File: src/rtl/alu_issue_sched.sv
// ALU reservation station: one dispatch, one issue per cycle; define ISSUE_OLDEST_EN for oldest-ready issue (else lowest index).
// Dispatch-to-alu_en 2 cycles when ready; full blocks dispatch; rdy=0 stalls everything.
`ifndef ROB_POS_WID
`define ROB_POS_WID 4
`endif

module alu_issue_sched #(
    parameter int RS_SIZE = 8
) (
    input  logic                    clk,
    input  logic                    rst,
    input  logic                    rdy,
    input  logic                    rollback,
    input  logic                    in_valid,
    input  logic [10:0]             in_ctl,
    input  logic [31:0]             in_val1,
    input  logic [31:0]             in_val2,
    input  logic                    in_rdy1,
    input  logic                    in_rdy2,
    input  logic [`ROB_POS_WID-1:0] in_tag1,
    input  logic [`ROB_POS_WID-1:0] in_tag2,
    input  logic [31:0]             in_imm,
    input  logic [31:0]             in_pc,
    input  logic [`ROB_POS_WID-1:0] in_rob_pos,
    output logic                    full,
    input  logic                    cdb_valid,
    input  logic [`ROB_POS_WID-1:0] cdb_rob_pos,
    input  logic [31:0]             cdb_val,
    output logic                    alu_en,
    output logic [6:0]              alu_opcode,
    output logic [2:0]              alu_funct3,
    output logic                    alu_funct7,
    output logic [31:0]             alu_val1,
    output logic [31:0]             alu_val2,
    output logic [31:0]             alu_imm,
    output logic [31:0]             alu_pc,
    output logic [`ROB_POS_WID-1:0] alu_rob_pos
);
    localparam int IW = $clog2(RS_SIZE);
    localparam int CW = $clog2(RS_SIZE + 1);
    localparam int TW = `ROB_POS_WID;

    logic [RS_SIZE-1:0] busy_q, busy_d, rdy1_q, rdy1_d, rdy2_q, rdy2_d;
    logic [10:0]        ctl_q [RS_SIZE], ctl_d [RS_SIZE];
    logic [31:0]        val1_q [RS_SIZE], val1_d [RS_SIZE];
    logic [31:0]        val2_q [RS_SIZE], val2_d [RS_SIZE];
    logic [31:0]        imm_q [RS_SIZE], imm_d [RS_SIZE];
    logic [31:0]        pc_q [RS_SIZE], pc_d [RS_SIZE];
    logic [TW-1:0]      tag1_q [RS_SIZE], tag1_d [RS_SIZE];
    logic [TW-1:0]      tag2_q [RS_SIZE], tag2_d [RS_SIZE];
    logic [TW-1:0]      pos_q [RS_SIZE], pos_d [RS_SIZE];
`ifdef ISSUE_OLDEST_EN
    localparam logic [IW-1:0] AGE_MAX = IW'(RS_SIZE - 1);
    logic [IW-1:0]      age_q [RS_SIZE], age_d [RS_SIZE];
    logic [IW-1:0]      best_age;
`endif

    logic               alu_en_q, alu_en_d;
    logic [10:0]        alu_ctl_q, alu_ctl_d;
    logic [31:0]        alu_val1_q, alu_val1_d, alu_val2_q, alu_val2_d;
    logic [31:0]        alu_imm_q, alu_imm_d, alu_pc_q, alu_pc_d;
    logic [TW-1:0]      alu_pos_q, alu_pos_d;

    logic [CW-1:0]      cnt;
    logic               free_vld, iss_vld, accept, cap1, cap2;
    logic [IW-1:0]      free_idx, iss_idx;

    always_comb begin
        cnt      = '0;
        free_vld = 1'b0;
        free_idx = '0;
        for (int i = 0; i < RS_SIZE; i++) begin
            cnt = cnt + CW'(busy_q[i]);
            if (!busy_q[i] && !free_vld) begin
                free_vld = 1'b1;
                free_idx = IW'(i);
            end
        end
    end

    assign full   = (cnt == CW'(RS_SIZE));
    assign accept = in_valid && !full && !rollback;

    // Selection only looks at registered ready bits, so a wakeup always costs one cycle.
    always_comb begin
        iss_vld = 1'b0;
        iss_idx = '0;
`ifdef ISSUE_OLDEST_EN
        best_age = '0;
`endif
        for (int i = 0; i < RS_SIZE; i++) begin
            if (busy_q[i] && rdy1_q[i] && rdy2_q[i]) begin
`ifdef ISSUE_OLDEST_EN
                if (!iss_vld || age_q[i] > best_age) begin
                    iss_vld  = 1'b1;
                    iss_idx  = IW'(i);
                    best_age = age_q[i];
                end
`else
                if (!iss_vld) begin
                    iss_vld = 1'b1;
                    iss_idx = IW'(i);
                end
`endif
            end
        end
    end

    always_comb begin
        busy_d = busy_q;   rdy1_d = rdy1_q;   rdy2_d = rdy2_q;
        ctl_d  = ctl_q;    val1_d = val1_q;   val2_d = val2_q;
        imm_d  = imm_q;    pc_d   = pc_q;     pos_d  = pos_q;
        tag1_d = tag1_q;   tag2_d = tag2_q;
`ifdef ISSUE_OLDEST_EN
        age_d  = age_q;
`endif
        alu_en_d   = 1'b0;
        alu_ctl_d  = alu_ctl_q;
        alu_val1_d = alu_val1_q;
        alu_val2_d = alu_val2_q;
        alu_imm_d  = alu_imm_q;
        alu_pc_d   = alu_pc_q;
        alu_pos_d  = alu_pos_q;
        cap1 = !in_rdy1 && cdb_valid && (in_tag1 == cdb_rob_pos);
        cap2 = !in_rdy2 && cdb_valid && (in_tag2 == cdb_rob_pos);

        if (cdb_valid) begin
            for (int i = 0; i < RS_SIZE; i++) begin
                if (busy_q[i] && !rdy1_q[i] && tag1_q[i] == cdb_rob_pos) begin
                    rdy1_d[i] = 1'b1;
                    val1_d[i] = cdb_val;
                end
                if (busy_q[i] && !rdy2_q[i] && tag2_q[i] == cdb_rob_pos) begin
                    rdy2_d[i] = 1'b1;
                    val2_d[i] = cdb_val;
                end
            end
        end

        if (iss_vld && !rollback) begin
            busy_d[iss_idx] = 1'b0;
            alu_en_d   = 1'b1;
            alu_ctl_d  = ctl_q[iss_idx];
            alu_val1_d = val1_q[iss_idx];
            alu_val2_d = val2_q[iss_idx];
            alu_imm_d  = imm_q[iss_idx];
            alu_pc_d   = pc_q[iss_idx];
            alu_pos_d  = pos_q[iss_idx];
        end

        // free_idx is never the issuing slot, so a freed slot only reopens next cycle.
        if (accept) begin
`ifdef ISSUE_OLDEST_EN
            for (int i = 0; i < RS_SIZE; i++) begin
                if (busy_q[i] && age_q[i] != AGE_MAX) age_d[i] = age_q[i] + 1'b1;
            end
            age_d[free_idx] = '0;
`endif
            busy_d[free_idx] = 1'b1;
            ctl_d[free_idx]  = in_ctl;
            rdy1_d[free_idx] = in_rdy1 | cap1;
            rdy2_d[free_idx] = in_rdy2 | cap2;
            val1_d[free_idx] = cap1 ? cdb_val : in_val1;
            val2_d[free_idx] = cap2 ? cdb_val : in_val2;
            tag1_d[free_idx] = in_tag1;
            tag2_d[free_idx] = in_tag2;
            imm_d[free_idx]  = in_imm;
            pc_d[free_idx]   = in_pc;
            pos_d[free_idx]  = in_rob_pos;
        end

        if (rollback) busy_d = '0;
    end

    always_ff @(posedge clk) begin
        if (rst) begin
            busy_q     <= '0;
            alu_en_q   <= 1'b0;
            alu_ctl_q  <= '0;
            alu_val1_q <= '0;
            alu_val2_q <= '0;
            alu_imm_q  <= '0;
            alu_pc_q   <= '0;
            alu_pos_q  <= '0;
`ifdef ISSUE_OLDEST_EN
            for (int i = 0; i < RS_SIZE; i++) age_q[i] <= '0;
`endif
        end else if (rdy) begin
            busy_q <= busy_d;   rdy1_q <= rdy1_d;   rdy2_q <= rdy2_d;
            ctl_q  <= ctl_d;    val1_q <= val1_d;   val2_q <= val2_d;
            imm_q  <= imm_d;    pc_q   <= pc_d;     pos_q  <= pos_d;
            tag1_q <= tag1_d;   tag2_q <= tag2_d;
`ifdef ISSUE_OLDEST_EN
            age_q  <= age_d;
`endif
            alu_en_q   <= alu_en_d;
            alu_ctl_q  <= alu_ctl_d;
            alu_val1_q <= alu_val1_d;
            alu_val2_q <= alu_val2_d;
            alu_imm_q  <= alu_imm_d;
            alu_pc_q   <= alu_pc_d;
            alu_pos_q  <= alu_pos_d;
        end
    end

    assign alu_en      = alu_en_q;
    assign alu_funct7  = alu_ctl_q[10];
    assign alu_funct3  = alu_ctl_q[9:7];
    assign alu_opcode  = alu_ctl_q[6:0];
    assign alu_val1    = alu_val1_q;
    assign alu_val2    = alu_val2_q;
    assign alu_imm     = alu_imm_q;
    assign alu_pc      = alu_pc_q;
    assign alu_rob_pos = alu_pos_q;
endmodule
File: config.mk
export PLATFORM = sky130hd
export DESIGN_NAME = alu_issue_sched
export DESIGN_NICKNAME = d
export VERILOG_FILES = /design/src/rtl/alu_issue_sched.sv
export SDC_FILE = /design/constraint.sdc
export NUM_CORES = 2
export LEC_CHECK = 0
export ABC_AREA = 1
export BUFFER_PORTS_ARGS = -buffer_cell sky130_fd_sc_hd__buf_2
export CELL_PAD_IN_SITES_DETAIL_PLACEMENT = 1
export CELL_PAD_IN_SITES_GLOBAL_PLACEMENT = 2
export CORE_MARGIN = 4
export CORE_UTILIZATION = 41
export CTS_BUF_LIST = sky130_fd_sc_hd__clkbuf_16
export DETAILED_ROUTE_END_ITERATION = 10
export HOLD_SLACK_MARGIN = 0.15
export PLACE_DENSITY = 0.88
export SKIP_CTS_REPAIR_TIMING = 1
export SLEW_MARGIN = 10
export SYNTH_ARGS = -nofsm -noshare
export SYNTH_HDL_FRONTEND = slang
export SYNTH_SLANG_ARGS = --single-unit
File: constraint.sdc
create_clock -name clk -period 78.8 [get_ports clk]
set_clock_uncertainty 0.1 [all_clocks]
set_input_delay 7.88 -clock clk [delete_from_list [all_inputs] [get_ports clk]]
set_output_delay 7.88 -clock clk [all_outputs]
set_load 0.03 [all_outputs]
==> results summary <==
The internal power of the cells totals 1.24 mW. The clock net in this run drives a total of 1376 sinks. The worst setup path is captured at an output port. The run finished with clean final reports.

The total of endpoints with negative setup slack in the final report came out at 0. The area of all placed cells without fillers is 78600 sq um. The starting density of the core came out at 0.414. The share of total power in combinational logic came out at 0.051. Dividing the final minimum period by the clock period gives 0.156. In this run, CTS created clock tree buffers numbering between 150 and 200.

The number of standard cells in the layout, taps in and fillers out came out at 10400. Across every metal layer, demand over resource in global routing totals 0.287. Once detail routing completed, the nets flagged for antenna violations numbered 0.

The TritonCTS clock tree is built. The library cell used most frequently in the layout, excluding fill and tap cells, is nand2_1. The number of vias per cell after detailed routing came out at 5.78. The final hold violation count is 0. The total grt overflow is 0.

The die covers roughly 180000 sq um. The normalized max-slew margin is 0.157. For the pin with the worst max-slew slack, the measured transition is 1.27 ns. Routability-driven placement finished with a final weighted congestion of 0.800. The worst path arrival time came out at 4.32 ns. The share of synthesized area in the top cell type comes to 0.522. The number of antenna violations at the first check in global routing is 30. The worst setup path is launched from a register.

The power after layout came out at 1.63 mW. The fraction of layout cells with a size suffix above 1 came out at 0.0919. The buffer depth of the longest clock path is 3. Of the total power, the share spent switching nets is 0.239. Counting flops and latches in the post-synthesis netlist gives 1376. IR analysis of the VDD net gives a maximum drop of around 0.000021 V. The post-route minimum period is 12.30 ns. The largest net degree at the start of global routing is 219. Yosys mapped the design onto 42 distinct sky130hd cell types.

The number of placed cells counting well taps came out at 10100. The gate count after technology mapping is 8088. Of the total power, registers draw 0.497.

The number of global-route vias before repair is 61700. The power density normalized to cell area came out at 20.8 nW/um^2. The root cell of the clock tree is clkbuf_16. The number of placement rows is 151. Of all cell types, the one taking the most synthesized area is edfxtp_1. The count of pins on the block boundary came out at 340.

The wire length reported by the detailed router came out at 263 mm. The fraction of power consumed by the clock network is 0.452. In this run the worst hold path is classified as register to register. The post-detailed-route DRC marker count came out at 0.

The category of the critical setup timing path is register to output port. The achievable clock frequency is ~81 MHz. The die width is 422 um. After detailed routing, the average wire length per cell comes to ~25 um. The area of the mapped netlist came out at 70400 sq um. The count of TritonRoute iterations in the first routing pass is 6. The die extent in y came out at 422 um. The max-slew violation total from the final report is 0.

By area the synthesized netlist is led by edfxtp_1, nand2_1, o211ai_1. The first-pass GRT wire length is roughly 390 mm. After detailed placement, the total cell area comes to 73400 sq um. The worst-skew pair later-pin latency came out at slightly above 0.8 ns. The net count of the mapped netlist is 8292.

The share of the Yosys chip area taken by registers is 0.565. For this design the static power due to leakage is 31.6 nW. The power dissipated by switching net loads is 0.391 mW.

Once detailed placement completed, the half-perimeter wirelength came to around 140 mm. A synthesized cell averages 8.71 sq um. The final setup TNS is 0 ns.

The placeable core region came out at 170000 sq um. The number of buffers inserted by port buffering came out at around 340. Clock-pin slew was measured on the worst setup and hold paths at approximately 0.060 ns. For this run, the number of Yosys warnings is 0. The number of maximum-capacitance violations is 0.

CTS built an H-tree with a depth of 4. The peak fanout along the critical path is 7. The required time reported for the critical path endpoint came out at 70.82 ns. Leaving out fill and tap cells, the most frequent cells in the layout are nand2_1, edfxtp_1, nand3_1. Setup repair after global routing left no endpoint under its margin. The fraction of the core area covered by cells at the end of the flow is 0.463. The net count of the finished layout is around 8000. The routed layout has 60100 vias. Relative to the synthesized area, the layout overhead comes to 11.7%. The count of routing violations after the opening detailed-route iteration came out at 5724.
==> sequential cells by signal, indices dropped and copies added, names as in the netlist, 88 cells and up <==
register	flops
imm_q	256
ctl_q	88
val2_q	256
val1_q	256
pc_q	256
==> through the flow <==
step           setup WS, ns  hold slack [ns]
5_1_grt               66.24            0.434
3_3_place_gp          66.97            0.361
6_report              66.50            0.410
2_1_floorplan         34.55            0.383
4_1_cts               66.41            0.413
3_5_place_dp          66.89            0.370
==> synthesized netlist by cell type <==
cell	number
buf_4	11
clkinv_1	145
buf_2	127
a21oi_1	232
o21ai_0	668
a31oi_1	70
a21boi_0	1
xor2_1	12
nand2_1	2527
nor4_2	2
buf_1	62
a211oi_1	10
nor3b_1	1
nand2_2	4
fa_1	4
nor2_1	164
o21ai_1	26
nor4_1	9
nand3b_1	6
nand3_2	5
o31ai_1	1
nand4_1	5
dfxtp_1	152
inv_1	676
o2111ai_1	1
o22ai_1	10
clkbuf_1	460
edfxtp_1	1224
a2111oi_0	3
nor3_1	7
nand3_1	805
o211ai_1	573
inv_2	11
buf_6	1
o21ai_4	1
ha_1	5
a221oi_1	7
o21ai_2	44
nor3_4	1
nor2_4	1
nor3_2	1
xnor2_1	13
==> per-layer routing <==
| metal | vias up | global-route usage | part of all wire |
|---|---|---|---|
| met5 | - | 0 | 0.00015 |
| met4 | 6 | 0.116 | 0.042 |
| met3 | 467 | 0.0393 | 0.064 |
| met2 | 2166 | 0.493 | 0.49 |
| met1 | 30100 | 0.366 | 0.41 |
| li1 | 27400 | - | - |
==> critical path, stage by stage (launching register included) <==
cell and delay [ns]:
dfxtp_1 0.39, fa_1 0.57, inv_1 0.05, fa_1 0.49, fa_1 0.41, inv_1 0.06, ha_1 0.16, inv_1 0.06
fa_1 0.54, inv_1 0.04, nor3_1 0.19, nand2_1 0.24, inv_1 0.11, buf_2 0.20
==> area by class of cell <==
type                    instances  area [sq um]
fillers                     19700         91400
flip-flops and latches       1376         39800
multi-input cells            5219         25200
clock buffers                 165          4130
inverters                     832          3160
well taps                    2218          2780
repair buffers                433          2530
clock inverters               133          1070
diodes                         15          37.5
==> cell families after synthesis <==
logic type	after synthesis	synth area share
flops	1376	0.565
buf+inv	1493	0.0825
xor+xnor	25	0.00311
simple gates	3538	0.205
compound gates	1647	0.142
fa+ha+maj	9	0.00203
==> power by group through the flow <==
stage	combinational (mW)	sequential, mW	clock [mW]
floorplan	0.0449	0.837	0
CTS	0.0828	0.813	0.751
detailed placement	0.0822	0.828	0
global placement	0.0798	0.827	0
global route	0.0910	0.814	0.783
finish	0.0828	0.813	0.739
==> path summary, 6_finish.rpt <==
kind | startpoint | end | slack, ns | cells after the start
max | busy_q[0] | full | 66.50 | 13
min | alu_en | alu_en | 0.41 | 2
min reg2reg | alu_en | alu_en | 0.41 | 2
max reg2reg | busy_q[0] | val1_q[113] | 71.86 | 19
No activity file was read; power rests on OpenSTA's default activity.
